### config.mk
export PLATFORM = sky130hd
export DESIGN_NAME = t07_simon_display_sequencer
export DESIGN_NICKNAME = d
export VERILOG_FILES = /design/src/rtl/t07_simon_pkg.sv /design/src/rtl/t07_flash_timer.sv /design/src/rtl/t07_simon_display_sequencer.sv
export SDC_FILE = /design/constraint.sdc
export NUM_CORES = 1
export LEC_CHECK = 0
export BUFFER_PORTS_ARGS = -buffer_cell sky130_fd_sc_hd__buf_2
export CAP_MARGIN = 0
export CORE_ASPECT_RATIO = 0.6
export CORE_MARGIN = 2
export CORE_UTILIZATION = 35
export CTS_CLUSTER_DIAMETER = 150
export DETAILED_ROUTE_END_ITERATION = 6
export HOLD_SLACK_MARGIN = 0.15
export MAX_ROUTING_LAYER = met4
export PLACE_DENSITY = 0.54
export SLEW_MARGIN = 20
export SYNTH_ARGS = -nofsm -noshare
export SYNTH_HDL_FRONTEND = slang
export SYNTH_SLANG_ARGS = --single-unit
export TNS_END_PERCENT = 30
### constraint.sdc
create_clock -name clk -period 2.4 [get_ports clk]
set_clock_uncertainty 0.05 [all_clocks]
set_input_delay 0.48 -clock clk [delete_from_list [all_inputs] [get_ports clk]]
set_output_delay 0.48 -clock clk [all_outputs]
set_load 0.02 [all_outputs]
### src/rtl/t07_simon_pkg.sv
// Shared Simon-Says definitions, used by the display sequencer and the press
// detector.
//   simon_state_t : press-detector state, D1..D5 (even codes) and I1..I5 (odd codes)
//   PLAY_SIMON    : playing_state_in value that selects the Simon module
//   BTN_*         : one-hot button codes
//   COL_*         : colour encoding used on the sequence bus
//   seq_fsm_t     : display sequencer FSM states (ECHO is only reached in echo builds)
package t07_simon_pkg;

  typedef enum logic [3:0] {
    D1 = 4'd0, I1, D2, I2, D3, I3, D4, I4, D5, I5
  } simon_state_t;

  localparam logic [2:0] PLAY_SIMON = 3'd4;

  localparam logic [5:0] BTN_UP    = 6'b000010;
  localparam logic [5:0] BTN_RIGHT = 6'b000100;
  localparam logic [5:0] BTN_DOWN  = 6'b001000;
  localparam logic [5:0] BTN_LEFT  = 6'b010000;

  localparam logic [1:0] COL_BLUE   = 2'd0;
  localparam logic [1:0] COL_YELLOW = 2'd1;
  localparam logic [1:0] COL_GREEN  = 2'd2;
  localparam logic [1:0] COL_RED    = 2'd3;

  typedef enum logic [2:0] {IDLE, ON, OFF, GAP, ECHO} seq_fsm_t;

endpackage

### src/rtl/t07_flash_timer.sv
// Phase timer for the flash sequencer.
//   clk, nrst : clock, async active-low reset
//   clr       : synchronous clear back to 0
//   limit     : terminal count (phase length - 1)
//   tc        : counter currently equals limit
// The counter holds at limit rather than wrapping.
module t07_flash_timer #(
  parameter int CNT_W = 24
) (
  input  logic             clk,
  input  logic             nrst,
  input  logic             clr,
  input  logic [CNT_W-1:0] limit,
  output logic             tc
);

  logic [CNT_W-1:0] cnt;

  assign tc = (cnt == limit);

  always_ff @(posedge clk or negedge nrst) begin
    if (!nrst)     cnt <= '0;
    else if (clr)  cnt <= '0;
    else if (!tc)  cnt <= cnt + 1'b1;
  end

endmodule

### src/rtl/t07_simon_display_sequencer.sv
// Simon-Says flash sequencer: in display state Dn plays colours 0..n-1 as timed
// ON/OFF flashes, then a dark gap, and repeats until the press detector moves on.
//   clk, nrst           : clock, async active-low reset
//   playing_state_in    : selected module (display only at PLAY_SIMON)
//   activate_rand       : new-game pulse, forces dark/idle
//   simon_cleared       : module solved, forces dark/idle
//   simon_state_in      : press-detector state (even = display, odd = input)
//   simon_sequence_bus  : colour i in bits [2i+1:2i]
//   strobe, button      : button press (echo builds only)
//   light_en/light_color: lit colour (colour 0 when dark)
//   flash_idx           : index of current / most recent colour
//   seq_done            : 1-cycle pulse at the end of the last OFF of a pass
// Optional: define SIMON_PRESS_ECHO_EN to echo button presses in input states.
module t07_simon_display_sequencer
  import t07_simon_pkg::*;
#(
  parameter int ON_CYCLES  = 5000000,
  parameter int OFF_CYCLES = 2500000,
  parameter int GAP_CYCLES = 10000000,
  parameter int CNT_W      = 24
`ifdef SIMON_PRESS_ECHO_EN
  , parameter int ECHO_CYCLES = 2500000
`endif
) (
  input  logic       clk,
  input  logic       nrst,
  input  logic [2:0] playing_state_in,
  input  logic       activate_rand,
  input  logic       simon_cleared,
  input  logic [3:0] simon_state_in,
  input  logic [9:0] simon_sequence_bus,
  input  logic       strobe,
  input  logic [5:0] button,
  output logic       light_en,
  output logic [1:0] light_color,
  output logic [2:0] flash_idx,
  output logic       seq_done
);

  localparam logic [CNT_W-1:0] ON_LIM  = CNT_W'(ON_CYCLES - 1);
  localparam logic [CNT_W-1:0] OFF_LIM = CNT_W'(OFF_CYCLES - 1);
  localparam logic [CNT_W-1:0] GAP_LIM = CNT_W'(GAP_CYCLES - 1);

  seq_fsm_t         state, state_d;
  logic [2:0]       idx, idx_d;
  logic [3:0]       prev_state;
  logic [2:0]       stage;
  logic             disp_en, restart, live, tc, tmr_clr;
  logic [CNT_W-1:0] tmr_lim;
  logic [1:0]       cur_color;
  logic             light_en_d, seq_done_d;
  logic [1:0]       light_color_d;
  logic [2:0]       flash_idx_d;

  assign disp_en = (playing_state_in == PLAY_SIMON) && !simon_cleared && !activate_rand &&
                   !simon_state_in[0] && (simon_state_in <= 4'd8);
  assign stage   = simon_state_in[3:1];
  assign restart = disp_en && ((state == IDLE) || (simon_state_in != prev_state));
  // Outputs are blanked on the cycle a restart/abort is taken so the light
  // drops immediately rather than one cycle later.
  assign live      = disp_en && !restart;
  assign cur_color = simon_sequence_bus[{idx, 1'b0} +: 2];

`ifdef SIMON_PRESS_ECHO_EN
  localparam logic [CNT_W-1:0] ECHO_LIM = CNT_W'(ECHO_CYCLES - 1);
  logic       echo_ok, echo_hit, echo_start;
  logic [1:0] btn_color, echo_color;

  assign echo_ok    = (playing_state_in == PLAY_SIMON) && !simon_cleared && !activate_rand &&
                      simon_state_in[0] && (simon_state_in <= 4'd9);
  assign echo_start = echo_ok && echo_hit && ((state == IDLE) || (state == ECHO));

  always_comb begin
    btn_color = COL_BLUE;
    echo_hit  = strobe;
    case (button)
      BTN_UP:    btn_color = COL_BLUE;
      BTN_RIGHT: btn_color = COL_YELLOW;
      BTN_DOWN:  btn_color = COL_GREEN;
      BTN_LEFT:  btn_color = COL_RED;
      default:   echo_hit  = 1'b0;
    endcase
  end

  always_ff @(posedge clk or negedge nrst) begin
    if (!nrst)           echo_color <= COL_BLUE;
    else if (echo_start) echo_color <= btn_color;
  end
`else
  logic unused_echo;
  assign unused_echo = ^{strobe, button};
`endif

  t07_flash_timer #(.CNT_W(CNT_W)) u_timer (
    .clk   (clk),
    .nrst  (nrst),
    .clr   (tmr_clr),
    .limit (tmr_lim),
    .tc    (tc)
  );

  always_comb begin
    tmr_lim = '0;
    case (state)
      ON:      tmr_lim = ON_LIM;
      OFF:     tmr_lim = OFF_LIM;
      GAP:     tmr_lim = GAP_LIM;
`ifdef SIMON_PRESS_ECHO_EN
      ECHO:    tmr_lim = ECHO_LIM;
`endif
      default: tmr_lim = '0;
    endcase
  end

  // state register
  always_ff @(posedge clk or negedge nrst) begin
    if (!nrst) begin
      state      <= IDLE;
      idx        <= '0;
      prev_state <= '0;
    end else begin
      state      <= state_d;
      idx        <= idx_d;
      prev_state <= simon_state_in;
    end
  end

  // next state
  always_comb begin
    state_d = state;
    idx_d   = idx;
    tmr_clr = 1'b0;
    if (!disp_en) begin
      state_d = IDLE;
      tmr_clr = 1'b1;
`ifdef SIMON_PRESS_ECHO_EN
      if (echo_start) begin
        state_d = ECHO;
      end else if ((state == ECHO) && echo_ok && !tc) begin
        state_d = ECHO;
        tmr_clr = 1'b0;
      end
`endif
    end else if (restart) begin
      state_d = ON;
      idx_d   = '0;
      tmr_clr = 1'b1;
    end else begin
      case (state)
        ON: if (tc) begin
          state_d = OFF;
          tmr_clr = 1'b1;
        end
        OFF: if (tc) begin
          tmr_clr = 1'b1;
          if (idx == stage) begin
            state_d = GAP;
            idx_d   = '0;
          end else begin
            state_d = ON;
            idx_d   = idx + 3'd1;
          end
        end
        GAP: if (tc) begin
          state_d = ON;
          idx_d   = '0;
          tmr_clr = 1'b1;
        end
        default: state_d = IDLE;
      endcase
    end
  end

  // outputs (registered below)
  always_comb begin
    light_en_d    = 1'b0;
    light_color_d = COL_BLUE;
    flash_idx_d   = '0;
    seq_done_d    = 1'b0;
    if (live) begin
      flash_idx_d = idx;
      if (state == ON) begin
        light_en_d    = 1'b1;
        light_color_d = cur_color;
      end
      if ((state == OFF) && tc && (idx == stage)) seq_done_d = 1'b1;
    end
`ifdef SIMON_PRESS_ECHO_EN
    if ((state == ECHO) && echo_ok && !echo_start) begin
      light_en_d    = 1'b1;
      light_color_d = echo_color;
      flash_idx_d   = idx;
    end
`endif
  end

  always_ff @(posedge clk or negedge nrst) begin
    if (!nrst) begin
      light_en    <= 1'b0;
      light_color <= '0;
      flash_idx   <= '0;
      seq_done    <= 1'b0;
    end else begin
      light_en    <= light_en_d;
      light_color <= light_color_d;
      flash_idx   <= flash_idx_d;
      seq_done    <= seq_done_d;
    end
  end

endmodule

==> results_dict.tcl, run 1 <==
set metrics [dict create \
    p_seq_frac 0.527 \
    nets 314 \
    fp-row-count 22 \
    ir_drop_mv 0.3305 \
    yosysTopAreaCellShare 0.4630 \
    wl_per_cell_um 13.99 \
    critPathMaxFanout 5 \
    route.met3.wl_um 346 \
    p_leak_nw 1.285 \
    wl_met2_mm 1.858 \
    setup_viol 1 \
    synth_top_cell_by_area "dfrtp_1" \
    combinationalPowerShare 0.050 \
    dr.pass1.iters 4 \
    cts_tree "built" \
    clockBufferDepth 2 \
    slew_headroom 0.7480 \
    post-place-ws_ns -0.05012 \
    timing.final.ws_setup_ns -0.01426 \
    port_buffers 27 \
    dieArea_mm2 0.006843 \
    clockPowerShare 0.423 \
    ant_nets 0 \
    drc_errors 0 \
    p_switching_mw 0.2690 \
    worst_ep_arrival_time_ns 2.59 \
    dp_hpwl_mm 3.644 \
    drtIter0Drc 71 \
    grt_first_pass_wirelength_mm 8.197 \
    rsz0062_at_grt "yes" \
    fin_crit_ns 2.414 \
    p_per_area_mw_per_mm2 458.2 \
    htreeDepth 2 \
    criticalPathCategory "flip-flop to flip-flop" \
    final_util 0.4662 \
    track_usage 0.1588 \
    gp_congestion 0.8595 \
    required_ns 2.57 \
    min_path_type "input port to flip-flop" \
    grt_max_degree 41 \
    clk_latency_ns 0.29 \
    total_power_mw 1.288 \
    syn_area_per_cell_um2 9.783 \
    max_clock_freq_ghz 0.4142 \
    clk_pin_slew_ns 0.08 \
    top_layer "met4" \
    drt-total-wl_mm 5.094 \
    synth_fp_nets 256 \
    start_util 0.3587 \
    ys_seq_area_frac 0.4630 \
    final_cell_mix "dfrtp_1, nor2_1, buf_2, buf_4, xor2_1" \
    cts_root_buffer "clkbuf_8" \
    drive_gt1_frac 0.3000 \
    via_count 1751 \
    fin_crit_sh 1.006 \
    status "finished with violations" \
    antenna_found_initial 0 \
    drv_slew 0 \
    critPathCaptureType "flip-flop" \
    ioPinCount 35 \
    drv_cap 0 \
    insertedDiodeCount 0 \
    final_cells 364 \
    yosysWarnings 0 \
    cts_sinks 40 \
    die_w_um 105.5 \
    yosys_register_bits 40 \
    worst_setup_path_start_kind "flip-flop" \
    internal_power_mw 1.019 \
    p_sw_frac 0.2089 \
    dp.cells 352 \
    area_growth_pct 29.98 \
    m1WireLength_mm 2.868 \
    synth_area_leaders "dfrtp_1, xor2_1, nor2_1" \
    syn_inst 221 \
    cts_buffers 5 \
    grt_remaining_overflow 0 \
    fp.coreArea_mm2 0.006028 \
    syn-cell-area_mm2 0.002162 \
    finalHoldViolations 0 \
    grt_pass1_vias 1562 \
    fillers 589 \
    worstMarginPinSlew_ns 0.3767 \
    final_common_cell "dfrtp_1" \
    die_h_um 64.88 \
    via_per_inst 4.810 \
    synth_cell_types 34 \
    violations "setup timing" \
]
[cells by family (layout without fill, tap and decap cells)]
kind of cell	after synthesis	after routing	synth area share
compound gates	14	14	0.04051
xor+xnor	33	33	0.1337
fa+ha+maj	7	7	0.04051
buf+inv	10	69	0.01910
flops	40	40	0.4630
mux	4	4	0.03009
simple gates	113	113	0.2731
[layer usage]
layer,up-vias,GRT usage
met3,2,0.04225
met5,-,-
met1,821,0.2652
met4,0,0.04000
li1,887,-
met2,41,0.1726
[repair_timing]
item                                    4_1_cts  5_1_grt
endpoints found under the setup margin       10       29
hold buffers                                  1        0
pin swaps                                     8        1
gates resized for setup                       6        6
endpoints found under the hold margin        40        0
buffers inserted                              2        0
gates cloned                                  0        1
[final timing paths]
kind | startpoint | end | slack (ns) | cells past startpoint
setup / recovery | state[0] | idx[1] | -0.01 | 8
hold / removal | simon_state_in[2] | prev_state[2] | 0.30 | 1
setup reg to reg | state[0] | idx[1] | -0.01 | 8
hold reg to reg | u_timer.cnt[0] | u_timer.cnt[0] | 0.48 | 1
max in group asynchronous | nrst | u_timer.cnt[7] | 1.47 | 3
min in group asynchronous | nrst | u_timer.cnt[13] | 0.63 | 3
[Yosys cell counts]
cell      instances
a211oi_1          1
o21ai_0           4
ha_1              7
or2_2             3
nand3_1          14
o41ai_1           1
and4_1            2
and3_1            5
and3_2            2
mux4_2            2
nand2b_1          3
clkbuf_1          2
nor4b_1           1
mux2i_1           2
nand4_1           7
nor3_1            4
or4_1             4
inv_1             5
a222oi_1          1
or2b_2            1
and4_2            1
nor2_1           38
buf_2             3
and2_1            5
nand4_4           1
a21o_1            1
nor4_1            4
xnor2_1          10
a311oi_1          1
nand2_1          14
xor2_1           23
or3_1             4
a21oi_1           5
dfrtp_1          40
[critical path, cell delays in order (launching register included)]
cell	delay, ns
dfrtp_1	0.39
inv_2	0.09
ha_4	0.20
or3_4	0.36
a222oi_1	0.36
and3_4	0.27
nand4_4	0.09
or3_4	0.41
a21oi_2	0.12
[layout make-up]
class / count / area [µm²] / area share
clock inverter: 2 / 35.03 / 0.01247
inverter: 5 / 18.77 / 0.006679
tap: 84 / 105.1 / 0.03740
sequential: 40 / 1001 / 0.3562
clock buffer: 6 / 72.57 / 0.02582
multi-input combinational: 171 / 1180 / 0.4199
timing repair buffer: 56 / 397.9 / 0.1416
[power groups by stage]
stage                     logic (mW)  clock network (mW)  registers, mW
after detailed placement      0.0638                   0          0.692
final                         0.0644               0.545          0.678
after global placement        0.0638                   0          0.692
after floorplan               0.0191                   0          0.692
after global routing          0.0725               0.601          0.679
after CTS                     0.0662               0.561          0.678
[per-stage QoR]
step | TNS [ns] | hold slack (ns) | area (µm²)
6_report | -0.01426 | 0.2969 | 2810
4_1_cts | -0.02916 | 0.2909 | 2758
2_1_floorplan | 0 | 0.1344 | 2166
3_5_place_dp | -0.07856 | 0.4167 | 2596
3_3_place_gp | -0.2605 | 0.4173 | 2596
5_1_grt | -1.451 | 0.2913 | 2810
[flip-flops by register name (all words and copies together), names as in the netlist]
register and cells:
prev_state 4, seq_done 1, light_color 2, u_timer.cnt 24
idx 3, light_en 1, state 2, flash_idx 3
Note: power is estimated with default switching activity, not from simulation.
==> run 2: changes to the inputs <==
ABC_AREA = 1   (was unset)
PLACE_DENSITY = 0.53   (was 0.54)
SKIP_CTS_REPAIR_TIMING = 1   (was unset)
==> results_dict.tcl, run 2 <==
set metrics [dict create \
    status "finished, final reports clean" \
    cp_top_family "simple AND/OR/NAND/NOR gates" \
    cp_cell_sequence "inv_1, ha_1, inv_1, nand2_1, nand2_1, nor2_1, nand3_1, nor2_1, nand2_2, nand2_4, buf_12, nor2_1" \
    syn_inst 369 \
    clockBufferDepth 2 \
    final_util 0.4209 \
    fp-row-count 24 \
    dpl-instance-area_mm2 0.002928 \
    dp_hpwl_mm 5.166 \
    syn_area_per_cell_um2 7.219 \
    port_buffers 27 \
    min_path_type "input port to flip-flop" \
    drt-total-wl_mm 6.447 \
    final_common_cell "nand2_1" \
    antenna_found_initial 0 \
    via_per_inst 4.626 \
    worstMarginPinSlew_ns 0.4140 \
    worst_ep_arrival_time_ns 2.32 \
    seq_area_mm2 0.001001 \
    critPathBufInv 3 \
    synth_area_leaders "dfrtp_1, nand2_1, nor2_1" \
    p_leak_nw 1.587 \
    synth_top_cell_by_area "dfrtp_1" \
    drc_errors 0 \
    track_usage 0.1793 \
    grt_remaining_overflow 0 \
    critPathMaxFanout 18 \
    clk_latency_ns 0.29 \
    clk_pin_slew_ns 0.06 \
    slew_headroom 0.7240 \
    fin_crit_ns 2.192 \
    die_w_um 116.6 \
    cp_common_cell "nor2_1" \
    wl_per_cell_um 12.69 \
    yosys_register_bits 40 \
    yosysWarnings 0 \
    reg_top3 "u_timer.cnt (24), prev_state (4)" \
    cts_buffers 5 \
    cts_sinks 40 \
    total_power_mw 1.428 \
    ys.flop_type "dfrtp_1" \
    critPathCaptureType "flip-flop" \
    cts_root_buffer "clkbuf_16" \
    required_ns 2.53 \
    cts_tree "built" \
    drv_slew 0 \
    die_h_um 71.58 \
    synth_top_cells_by_count "nand2_1, nor2_1, inv_1, dfrtp_1, nand3_1" \
    yosysTopAreaCellShare 0.3758 \
    synth_fp_nets 404 \
    final_cell_mix "nand2_1, nor2_1, inv_1, dfrtp_1, buf_2" \
    fin_crit_sh 0.9133 \
    dr.pass1.iters 5 \
    drv_cap 0 \
    drive_gt1_frac 0.1609 \
    finalSetupTns_ns 0 \
    ioPinCount 35 \
    synth_edf_count 0 \
    setup_viol 0 \
    start_util 0.3636 \
    max_clock_freq_ghz 0.4562 \
    grt_max_degree 19 \
    hold_ws_ns 0.2984 \
    gp_congestion 0.8835 \
    htreeDepth 2 \
    insertedDiodeCount 0 \
    multiInputGateArea_mm2 0.001409 \
    nets 438 \
    syn-cell-area_mm2 0.002664 \
    cp_slowest_cell "dfrtp_1" \
    dieArea_mm2 0.008347 \
    finalHoldViolations 0 \
    grt_pass1_vias 2107 \
    synth_cell_types 35 \
    drtIter0Drc 143 \
    ant_nets 0 \
    fillers 767 \
    regMostFlops "u_timer.cnt" \
    fp.coreArea_mm2 0.007327 \
    via_count 2350 \
    synth.most_common_cell "nand2_1" \
    p_per_area_mw_per_mm2 463.1 \
    final_area_mm2 0.003084 \
    async_flop_share 1.000 \
    worst_setup_path_start_kind "flip-flop" \
    area_growth_pct 15.78 \
    criticalPathCategory "flip-flop to flip-flop" \
    cp_slowest_stage_delay_ns 0.42 \
    ir_drop_mv 0.3063 \
    largest_reg_flops 24 \
    rsz0062_at_grt "no" \
    grt_first_pass_wirelength_mm 10.85 \
    ys_seq_area_frac 0.3758 \
]
## run 2: cell types whose count changed after synthesis, moves of 7 or more
cell	delta
inv_1	+47
nor2_1	+33
nand3_1	+10
nand2_1	+74
nor3_2	+7
xor2_1	-13
## run 2: per-stage QoR
stage                     setup WS, ns  std cells
after floorplan                 0.5569        369
after global routing           0.04848        508
after CTS                       0.2145        507
after detailed placement        0.2468        499
after global placement          0.2351        499
final                           0.2080        508
## run 2: worst paths after layout
check / depth (start not counted) / startpoint / endpoint / slack [ns]
setup / recovery: 12 / state[1] / u_timer.cnt[18] / 0.21
hold / removal: 1 / simon_state_in[1] / prev_state[1] / 0.30
setup reg to reg: 12 / state[1] / u_timer.cnt[18] / 0.21
hold reg to reg: 1 / u_timer.cnt[0] / u_timer.cnt[0] / 0.46
max in group asynchronous: 3 / nrst / u_timer.cnt[21] / 1.21
min in group asynchronous: 2 / nrst / state[0] / 0.57
## run 2: layout make-up
class,instances,share of cell area
Multi-Input combinational cell,269,0.4568
Sequential cell,40,0.3245
Inverter,54,0.06572
Timing Repair Buffer,33,0.06329
Clock buffer,8,0.04746
Tap cell,104,0.04219
## run 2: kinds of logic (layout without fill, tap and decap cells)
logic type	after synthesis	after routing	synth area share
buf+inv	60	95	0.09534
xor+xnor	17	17	0.05589
fa+ha+maj	7	7	0.03288
flops	40	40	0.3758
simple gates	222	222	0.3899
compound gates	23	23	0.05026
## run 2: worst reg2reg max path: cells and delay by family, from the launching register on
| family | cells | cell delay (ns) |
|---|---|---|
| fa+ha+maj | 1 | 0.30 |
| simple gates | 8 | 0.84 |
| flops | 1 | 0.42 |
| buf+inv | 3 | 0.49 |
## run 2: where the power goes
part | switching (mW) | leakage [nW] | total (mW) | internal (mW)
clock network | 0.269 | 0.0712 | 0.684 | 0.415
registers | 0.00136 | 0.550 | 0.679 | 0.678
logic | 0.0378 | 0.966 | 0.0651 | 0.0273
total | 0.308 | 1.59 | 1.43 | 1.12
## run 2: per-layer routing
layer | global-route usage | wire, µm | share of wire | vias to the layer above
met5 | - | 0 | 0 | -
met2 | 0.1951 | 2206 | 0.34 | 41
met1 | 0.3042 | 3794 | 0.59 | 1078
met3 | 0.04061 | 357 | 0.055 | 8
met4 | 0.05490 | 89 | 0.014 | 0
li1 | - | - | - | 1223
==> run 3: changes to the inputs <==
CELL_PAD_IN_SITES_DETAIL_PLACEMENT = 0   (was unset)
CELL_PAD_IN_SITES_GLOBAL_PLACEMENT = 1   (was unset)
PLACE_DENSITY = 0.69   (was 0.53)
==> results_dict.tcl, run 3 (same netlist as run 2, synthesis figures left out) <==
set metrics [dict create \
    status "finished, final reports clean" \
    dieArea_mm2 0.008347 \
    fp-row-count 24 \
    via_per_inst 4.543 \
    r2r_slack_ns 0.21 \
    drv_cap 0 \
    setup_viol 0 \
    total_power_mw 1.440 \
    regMostFlops "u_timer.cnt" \
    dpl-instance-area_mm2 0.002920 \
    drt-total-wl_mm 6.615 \
    critPathCaptureType "flip-flop" \
    port_buffers 27 \
    required_ns 2.53 \
    reg2reg_depth 12 \
    fin_crit_ns 2.193 \
    critPathMaxFanout 17 \
    reg_top3 "u_timer.cnt (24), prev_state (4)" \
    hold_ws_ns 0.2001 \
    worstMarginPinSlew_ns 0.5364 \
    ioPinCount 35 \
    worst_r2r_startpoint "state[1]" \
    area_growth_pct 15.41 \
    dp.cells 498 \
    drtIter0Drc 137 \
    slew_headroom 0.6424 \
    gr-usage-met2 0.2106 \
    finalHoldViolations 0 \
    fillers 802 \
    insertedDiodeCount 0 \
    rsz0062_at_grt "no" \
    dr.pass1.iters 4 \
    reg2reg_to "u_timer.cnt[3]" \
    max_clock_freq_ghz 0.4561 \
    final_cells 506 \
    htreeDepth 2 \
    p_per_area_mw_per_mm2 468.4 \
    cts_tree "built" \
    grt_first_pass_wirelength_mm 10.95 \
    grt_pass1_vias 2101 \
    fin_crit_sh 0.9136 \
    worst_setup_path_start_kind "flip-flop" \
    via_count 2299 \
    track_usage 0.1784 \
    die_w_um 116.6 \
    fp.coreArea_mm2 0.007327 \
    drive_gt1_frac 0.1642 \
    final_area_mm2 0.003074 \
    final_cell_mix "nand2_1, nor2_1, inv_1, dfrtp_1, buf_2" \
    cts_root_buffer "clkbuf_16" \
    cts_sinks 40 \
    gp_congestion 0.8756 \
    cts_buffers 5 \
    criticalPathCategory "flip-flop to flip-flop" \
    clk_pin_slew_ns 0.06 \
    dp_hpwl_mm 5.176 \
    antenna_found_initial 0 \
    min_path_type "input port to async pin" \
    wl_per_cell_um 13.07 \
    clk_latency_ns 0.29 \
    busiest_layer "met1" \
    final_common_cell "nand2_1" \
    ir_drop_mv 0.2188 \
    clockBufferDepth 2 \
    drc_errors 0 \
    grt_max_degree 41 \
    largest_reg_flops 24 \
    globalRouteMet3Util 0.04230 \
    grt_remaining_overflow 0 \
    nets 436 \
    drv_slew 0 \
    finalSetupTns_ns 0 \
    p_leak_nw 1.576 \
    worst_ep_arrival_time_ns 2.32 \
    ant_nets 0 \
    grtUsageMet1 0.2949 \
    start_util 0.3636 \
    die_h_um 71.58 \
]
## run 3: cell count changes in the layout (fill, tap and decap cells not counted)
cell	delta
clkinvlp_4	+2
dlygate4sd3_1	-1
buf_4	-1
clkbuf_1	-2
## run 3: area by class of cell
type	instances	area, µm²	area share
multi-input combinational	269	1409	0.4583
sequential	40	1001	0.3256
inverter	54	202.7	0.06593
timing repair buffer	31	177.7	0.05779
clock buffer	6	138.9	0.04518
tap	104	130.1	0.04233
clock inverter	2	15.01	0.004884
## run 3: report_power, final
group | switching (mW) | internal [mW]
Combinational | 0.0376 | 0.0251
Clock | 0.284 | 0.414
Sequential | 0.00142 | 0.678
Total | 0.323 | 1.12
## run 3: worst max path at each step
stage,from,endpoint,slack [ns],cells past startpoint
final,state[1],u_timer.cnt[3],0.21,12
after floorplan,state[0],u_timer.cnt[12],0.56,13
after detailed placement,state[1],u_timer.cnt[3],0.25,12
after global routing,state[1],u_timer.cnt[7],0.03,12
after CTS,state[1],u_timer.cnt[12],0.24,12
after global placement,state[1],u_timer.cnt[3],0.24,12
## run 3: metrics by stage
stage / util / worst slack [ns]
after floorplan: - / 0.5569
after global placement: 0.3986 / 0.2424
after detailed placement: 0.3986 / 0.2463
after CTS: 0.4196 / 0.2402
after global routing: 0.4196 / 0.02842
final: 0.4196 / 0.2074
## run 3: routing by layer
metal | up-vias | share of wire
met4 | 0 | 0.0060
met5 | - | 0
met3 | 4 | 0.046
met2 | 34 | 0.34
li1 | 1214 | -
met1 | 1047 | 0.61
## run 3: worst max-delay path: stages (launching register included)
cell and delay (ns):
dfrtp_1 0.41, inv_1 0.16, ha_1 0.31, inv_1 0.11, nor2_1 0.09, nand3_1 0.08
nand2_1 0.17, nand3_1 0.09, nor2_1 0.12, nand2_2 0.11, nand2_4 0.13, buf_12 0.17
nor3b_1 0.06
